**src/rtl/tpu_pkg.sv**
```systemverilog
// Shared definitions for the TPU sequencer: register offsets, control-byte bit
// positions, FSM state encoding and the control-byte builder.
package tpu_pkg;

    localparam logic [7:0] OFF_CTRL = 8'h00;
    localparam logic [7:0] OFF_B0   = 8'h01;
    localparam logic [7:0] OFF_B1   = 8'h02;
    localparam logic [7:0] OFF_TX   = 8'h03;
    localparam logic [7:0] OFF_RX   = 8'h04;

    localparam int CTRL_RSTTPU  = 0;
    localparam int CTRL_TXEN    = 1;
    localparam int CTRL_RXEN    = 2;
    localparam int CTRL_INTMSK  = 3;
    localparam int CTRL_INTFLAG = 4;

    typedef enum logic [3:0] {
        ST_IDLE   = 4'd0,
        ST_W_RST  = 4'd1,
        ST_W_B0   = 4'd2,
        ST_W_B1   = 4'd3,
        ST_W_TX   = 4'd4,
        ST_W_RX   = 4'd5,
        ST_W_RUN  = 4'd6,
        ST_RUN    = 4'd7,
        ST_W_ACK  = 4'd8,
        ST_W_STOP = 4'd9
    } tpu_seq_state_e;

    // Intflag is always written as 0, which is what clears a pending interrupt.
    function automatic logic [7:0] ctrl_byte(input logic rsttpu, input logic [2:0] mode);
        logic [7:0] b;
        b               = 8'h00;
        b[CTRL_RSTTPU]  = rsttpu;
        b[CTRL_TXEN]    = mode[0];
        b[CTRL_RXEN]    = mode[1];
        b[CTRL_INTMSK]  = mode[2];
        b[CTRL_INTFLAG] = 1'b0;
        return b;
    endfunction

endpackage

```
**src/rtl/tpu_edge_det.sv**
```systemverilog
// Rising-edge detector: registered copy of the input, compared against the
// live level. The copy is updated every cycle regardless of FSM state.
module tpu_edge_det (
    input  logic clk,
    input  logic reset,
    input  logic din,
    output logic rise
);

    logic prev_r;

    // Track the previous level of din.
    always_ff @(posedge clk) begin
        if (reset) begin
            prev_r <= 1'b0;
        end else begin
            prev_r <= din;
        end
    end

    assign rise = din & ~prev_r;

endmodule

```
**src/rtl/tpu_sequencer.sv**
```systemverilog
// TPU configuration / interrupt-service sequencer. Programs the timer register
// file, acknowledges interrupts while running and shuts the timer down on request.
module tpu_sequencer
    import tpu_pkg::*;
#(
    parameter logic [7:0] BASE_ADDR = 8'h20,
    parameter int          CNT_W     = 16
) (
    input  logic             sys_clock,
    input  logic             reset,
    input  logic             start,
    input  logic             stop,
    input  logic [15:0]      period,
    input  logic [7:0]       tx_slot_cfg,
    input  logic [7:0]       rx_slot_cfg,
    input  logic [2:0]       mode,
    input  logic [CNT_W-1:0] max_irq,
    input  logic             tpu_int,
    output logic             valid,
    output logic [7:0]       addr,
    output logic [7:0]       wr_data,
    output logic             busy,
    output logic             running,
    output logic             irq_ack,
    output logic [CNT_W-1:0] irq_count,
    output logic             done
);

    tpu_seq_state_e   state_r;
    tpu_seq_state_e   state_next_s;

    logic [15:0]      period_r;
    logic [7:0]       tx_slot_r;
    logic [7:0]       rx_slot_r;
    logic [2:0]       mode_r;
    logic [CNT_W-1:0] max_irq_r;
    logic [CNT_W-1:0] irq_count_r;

    logic             valid_r;
    logic [7:0]       addr_r;
    logic [7:0]       wr_data_r;
    logic             busy_r;
    logic             running_r;
    logic             irq_ack_r;
    logic             done_r;

    logic             irq_rise_s;
    logic             limit_hit_s;
    logic [7:0]       run_ctrl_s;
    logic             wr_valid_s;
    logic [7:0]       wr_addr_s;
    logic [7:0]       wr_byte_s;

    tpu_edge_det u_edge_det (
        .clk   (sys_clock),
        .reset (reset),
        .din   (tpu_int),
        .rise  (irq_rise_s)
    );

    assign run_ctrl_s  = ctrl_byte(1'b0, mode_r);
    // irq_count_r already holds the incremented value while in W_ACK.
    assign limit_hit_s = (max_irq_r != {CNT_W{1'b0}}) && (irq_count_r == max_irq_r);

    // Next-state logic.
    always_comb begin
        state_next_s = state_r;
        case (state_r)
            ST_IDLE: begin
                if (start) begin
                    state_next_s = ST_W_RST;
                end else begin
                    state_next_s = ST_IDLE;
                end
            end
            ST_W_RST:  state_next_s = ST_W_B0;
            ST_W_B0:   state_next_s = ST_W_B1;
            ST_W_B1:   state_next_s = ST_W_TX;
            ST_W_TX:   state_next_s = ST_W_RX;
            ST_W_RX:   state_next_s = ST_W_RUN;
            ST_W_RUN:  state_next_s = ST_RUN;
            ST_RUN: begin
                if (stop) begin
                    state_next_s = ST_W_STOP;
                end else if (irq_rise_s) begin
                    state_next_s = ST_W_ACK;
                end else begin
                    state_next_s = ST_RUN;
                end
            end
            ST_W_ACK: begin
                if (limit_hit_s) begin
                    state_next_s = ST_W_STOP;
                end else begin
                    state_next_s = ST_RUN;
                end
            end
            ST_W_STOP: state_next_s = ST_IDLE;
            default:   state_next_s = ST_IDLE;
        endcase
    end

    // Register write decoded from the upcoming state so the strobe is registered.
    always_comb begin
        wr_valid_s = 1'b0;
        wr_addr_s  = 8'h00;
        wr_byte_s  = 8'h00;
        case (state_next_s)
            ST_W_RST: begin
                wr_valid_s = 1'b1;
                wr_addr_s  = BASE_ADDR + OFF_CTRL;
                wr_byte_s  = ctrl_byte(1'b1, 3'b000);
            end
            ST_W_B0: begin
                wr_valid_s = 1'b1;
                wr_addr_s  = BASE_ADDR + OFF_B0;
                wr_byte_s  = period_r[7:0];
            end
            ST_W_B1: begin
                wr_valid_s = 1'b1;
                wr_addr_s  = BASE_ADDR + OFF_B1;
                wr_byte_s  = period_r[15:8];
            end
            ST_W_TX: begin
                wr_valid_s = 1'b1;
                wr_addr_s  = BASE_ADDR + OFF_TX;
                wr_byte_s  = tx_slot_r;
            end
            ST_W_RX: begin
                wr_valid_s = 1'b1;
                wr_addr_s  = BASE_ADDR + OFF_RX;
                wr_byte_s  = rx_slot_r;
            end
            ST_W_RUN, ST_W_ACK: begin
                wr_valid_s = 1'b1;
                wr_addr_s  = BASE_ADDR + OFF_CTRL;
                wr_byte_s  = run_ctrl_s;
            end
            ST_W_STOP: begin
                wr_valid_s = 1'b1;
                wr_addr_s  = BASE_ADDR + OFF_CTRL;
                wr_byte_s  = ctrl_byte(1'b1, 3'b000);
            end
            default: begin
                wr_valid_s = 1'b0;
                wr_addr_s  = 8'h00;
                wr_byte_s  = 8'h00;
            end
        endcase
    end

    // FSM state and registered outputs.
    always_ff @(posedge sys_clock) begin
        if (reset) begin
            state_r   <= ST_IDLE;
            valid_r   <= 1'b0;
            addr_r    <= 8'h00;
            wr_data_r <= 8'h00;
            busy_r    <= 1'b0;
            running_r <= 1'b0;
            irq_ack_r <= 1'b0;
            done_r    <= 1'b0;
        end else begin
            state_r   <= state_next_s;
            valid_r   <= wr_valid_s;
            addr_r    <= wr_addr_s;
            wr_data_r <= wr_byte_s;
            busy_r    <= (state_next_s != ST_IDLE);
            running_r <= (state_next_s == ST_RUN);
            irq_ack_r <= (state_next_s == ST_W_ACK);
            done_r    <= (state_r == ST_W_STOP);
        end
    end

    // Configuration snapshot and interrupt counter; both restart on an accepted start.
    always_ff @(posedge sys_clock) begin
        if (reset) begin
            period_r    <= 16'h0000;
            tx_slot_r   <= 8'h00;
            rx_slot_r   <= 8'h00;
            mode_r      <= 3'b000;
            max_irq_r   <= {CNT_W{1'b0}};
            irq_count_r <= {CNT_W{1'b0}};
        end else if ((state_r == ST_IDLE) && start) begin
            period_r    <= period;
            tx_slot_r   <= tx_slot_cfg;
            rx_slot_r   <= rx_slot_cfg;
            mode_r      <= mode;
            max_irq_r   <= max_irq;
            irq_count_r <= {CNT_W{1'b0}};
        end else if (state_next_s == ST_W_ACK) begin
            irq_count_r <= irq_count_r + {{(CNT_W-1){1'b0}}, 1'b1};
        end else begin
            irq_count_r <= irq_count_r;
        end
    end

    assign valid     = valid_r;
    assign addr      = addr_r;
    assign wr_data   = wr_data_r;
    assign busy      = busy_r;
    assign running   = running_r;
    assign irq_ack   = irq_ack_r;
    assign irq_count = irq_count_r;
    assign done      = done_r;

endmodule

```
**config.mk**
```make
export PLATFORM = sky130hd
export DESIGN_NAME = tpu_sequencer
export DESIGN_NICKNAME = d
export VERILOG_FILES = /design/src/rtl/tpu_pkg.sv /design/src/rtl/tpu_edge_det.sv /design/src/rtl/tpu_sequencer.sv
export SDC_FILE = /design/constraint.sdc
export NUM_CORES = 1
export LEC_CHECK = 0
export CAP_MARGIN = 20
export CELL_PAD_IN_SITES_DETAIL_PLACEMENT = 0
export CELL_PAD_IN_SITES_GLOBAL_PLACEMENT = 2
export CORE_MARGIN = 2
export CORE_UTILIZATION = 31
export DETAILED_ROUTE_END_ITERATION = 10
export HOLD_SLACK_MARGIN = 0.05
export PLACE_DENSITY_LB_ADDON = 0.1
export SYNTH_ARGS = -nofsm -noshare
export SYNTH_HDL_FRONTEND = slang
export SYNTH_HIERARCHICAL = 1
export SYNTH_SLANG_ARGS = --single-unit
```
**constraint.sdc**
```tcl
create_clock -name sys_clock -period 2.8 [get_ports sys_clock]
set_input_delay 0.28 -clock sys_clock [delete_from_list [all_inputs] [get_ports sys_clock]]
set_output_delay 0.28 -clock sys_clock [all_outputs]
set_load 0.1 [all_outputs]
```
==> results.json <==
{
  "drv_slew": 0,
  "finalHoldViolCount": 0,
  "cts_buffers": 9,
  "diodes": 0,
  "drtAntennaViolNets": 0,
  "tns_ns": 0,
  "routabilityCongestion": 0.853,
  "rows": 40,
  "hold_depth": 3,
  "ios": 93,
  "initialDrtViolationCount": 151,
  "viasPerCell": 4.71,
  "seq_area_sq_um": 1780,
  "drt_pass1_iterations": 4,
  "finalSetupViolations": 0,
  "arrival_ns": 2.26,
  "nets": 596,
  "grt_pass1_wl_um": 16700,
  "required_ns": 3.00,
  "ir_drop_mv": 0.247,
  "critPathLaunchType": "flip-flop",
  "wl_per_cell_um": 14.5,
  "finalWirelength_um": 10400,
  "outcome": "finished, final reports clean",
  "antenna_found_initial": 0,
  "die_h_um": 115,
  "worst-r2r-cell-count": 5,
  "vias": 3350,
  "grt_overflow_total": 0,
  "synth_mux_area_share_pct": 2.28,
  "coreArea_sq_um": 12100,
  "cp_max_fo": 17,
  "ys_warn_count": 6,
  "final_cell_mix": "nand2_1, dfxtp_1, a21oi_1",
  "dp_hpwl_um": 7490,
  "synthArstFlopShare_pct": 0,
  "syn-instance-count": 462,
  "synth_top_family_by_area": "simple AND/OR/NAND/NOR gates",
  "synth_xor_area_share_pct": 6.61,
  "ys.flop_type": "dfxtp_1",
  "power_density_nw_per_um2": 678,
  "fmax_ghz": 0.486,
  "synth_area_per_cell_sq_um": 8.31,
  "portBuffers": 88,
  "crit_path_end_kind": "flip-flop",
  "tightest_slew_ns": 0.706,
  "multiInputGateArea_sq_um": 1920,
  "synth_compound_area_share_pct": 14.4,
  "p_leak_nw": 1.97,
  "cts_tree": "built",
  "cts_resized": 0,
  "ys_ff_latch": 89,
  "ctsRootBufferMaster": "clkbuf_16",
  "die_area_sq_um": 13300,
  "synthAdderAreaFrac_pct": 0.326,
  "clk_pin_slew_ns": 0.07,
  "min_path_type": "input pin to flip-flop",
  "num-fill-cells": 1237,
  "htreeDepth": 3,
  "grt_setup_unrepaired": "false",
  "synth_edf_count": 0,
  "utilization_pct": 42.3,
  "grt.total_usage_pct": 16.1,
  "drive_gt1_share_pct": 13.6,
  "cts_buffer_depth": 2,
  "min_period_ns": 2.06,
  "clock_skew_ns": 0.00977,
  "synth-simple-area-share_pct": 25.8,
  "grt_max_degree": 63,
  "synth_cell_types": 51,
  "finalCritPeriodShare_pct": 73.5,
  "clock-sinks": 89,
  "netlist_area_sq_um": 3840,
  "grt_pass1_vias": 3221,
  "mostFrequentLayoutCell": "nand2_1",
  "max-cap-violations": 0,
  "cts_setup_buffers": 0,
  "areaGrowthSynthToFinish_pct": 32.8,
  "cts_hold_buf": 0,
  "clk_latency_ns": 0.34,
  "crit_type": "flip-flop to flip-flop",
  "relSlewSlack_pct": 52.9,
  "dieWidth_um": 115,
  "start_util_pct": 31.8,
  "drc_errors": 0,
  "ys_seq_area_share_pct": 46.4
}
[report_power, final]
part           switching (mW)  internal [mW]  total [mW]
clock network           0.494          0.873        1.37
logic                   0.416          0.236       0.651
registers              0.0806           1.36        1.44
total                   0.991           2.47        3.46
[worst paths after layout]
path / startpoint / to / slack (ns)
max reg2reg: state_r[3]$_SDFF_PP0_ / wr_data[3]$_SDFF_PP0_ / 0.74
min: reset / state_r[0]$_SDFF_PP0_ / 0.38
min reg2reg: period_r[3]$_SDFFE_PP0P_ / period_r[3]$_SDFFE_PP0P_ / 0.46
max: state_r[3]$_SDFF_PP0_ / wr_data[3]$_SDFF_PP0_ / 0.74
[cell families (layout without fill, tap and decap cells)]
| kind of cell | Yosys count | count (layout) |
|---|---|---|
| other | 1 | 4 |
| adder cells (fa/ha/maj) | 1 | 1 |
| AND/OR/NAND/NOR | 210 | 210 |
| XOR/XNOR | 29 | 29 |
| AO/OA/AOI/OAI | 90 | 90 |
| multiplexers | 8 | 8 |
| buffers and inverters | 34 | 113 |
| flip-flops | 89 | 89 |
[synthesized netlist by cell type (3+ instances only)]
master,count,share of area (%)
nand2_1,114,11
dfxtp_1,89,46
a21oi_1,62,8.1
nor2_1,33,3.2
xnor2_1,17,3.9
clkbuf_1,15,1.5
nor3_1,15,2.0
xor2_1,12,2.7
buf_2,9,1.2
nor4_1,7,1.1
mux2_2,6,1.8
nand3_1,6,0.78
nand4_1,6,0.98
a22oi_1,5,0.98
buf_4,5,0.98
inv_1,5,0.49
nand2b_1,5,0.81
a22o_1,4,0.91
a222oi_1,3,0.78
and3_1,3,0.49
nor2b_1,3,0.49
o21ai_0,3,0.39
or3_1,3,0.49
[through the flow]
| stage | total power, mW | setup WS, ns | area [sq um] | hold WS (ns) | std cells |
|---|---|---|---|---|---|
| 4_1_cts | 3.49 | 0.745 | 5100 | 0.370 | 712 |
| 2_1_floorplan | 1.91 | 0.594 | 3850 | 0.344 | 465 |
| 3_3_place_gp | 2.12 | 0.678 | 4760 | 0.445 | 696 |
| 6_report | 3.46 | 0.741 | 5100 | 0.382 | 712 |
| 5_1_grt | 3.61 | 0.527 | 5100 | 0.394 | 712 |
| 3_5_place_dp | 2.13 | 0.640 | 4760 | 0.447 | 696 |
[sequential cells by signal, indices dropped and copies added, names as in the netlist, 3 cells and up]
| register | cells |
|---|---|
| max_irq_r | 16 |
| irq_count | 16 |
| state_r | 4 |
| wr_data | 8 |
| addr | 4 |
| mode_r | 3 |
| rx_slot_r | 8 |
| tx_slot_r | 8 |
| period_r | 16 |
[area by class of cell]
| cell class | count | share of cell area [%] |
|---|---|---|
| Clock buffer | 11 | 4.56 |
| Clock inverter | 5 | 2.04 |
| Inverter | 5 | 0.368 |
| Multi-Input combinational cell | 342 | 37.6 |
| Sequential cell | 89 | 34.9 |
| Tap cell | 168 | 4.12 |
| Timing Repair Buffer | 92 | 16.4 |
[critical path, cell delays in order (launching register included)]
cell	delay, ns
dfxtp_1	0.69
and4bb_2	0.34
nand2_1	0.19
o21ai_0	0.24
a222oi_1	0.38
nor2_1	0.07
[per-layer routing]
layer  global-route usage [%]  vias up  routed length (um)
met5                        0        -                   0
met4                     4.74        0                 103
met3                     3.69        7                 500
met2                     22.7       67                4290
met1                     24.3     1559                5460
li1                         -     1717                   -
(Power assumes the default switching activity.)
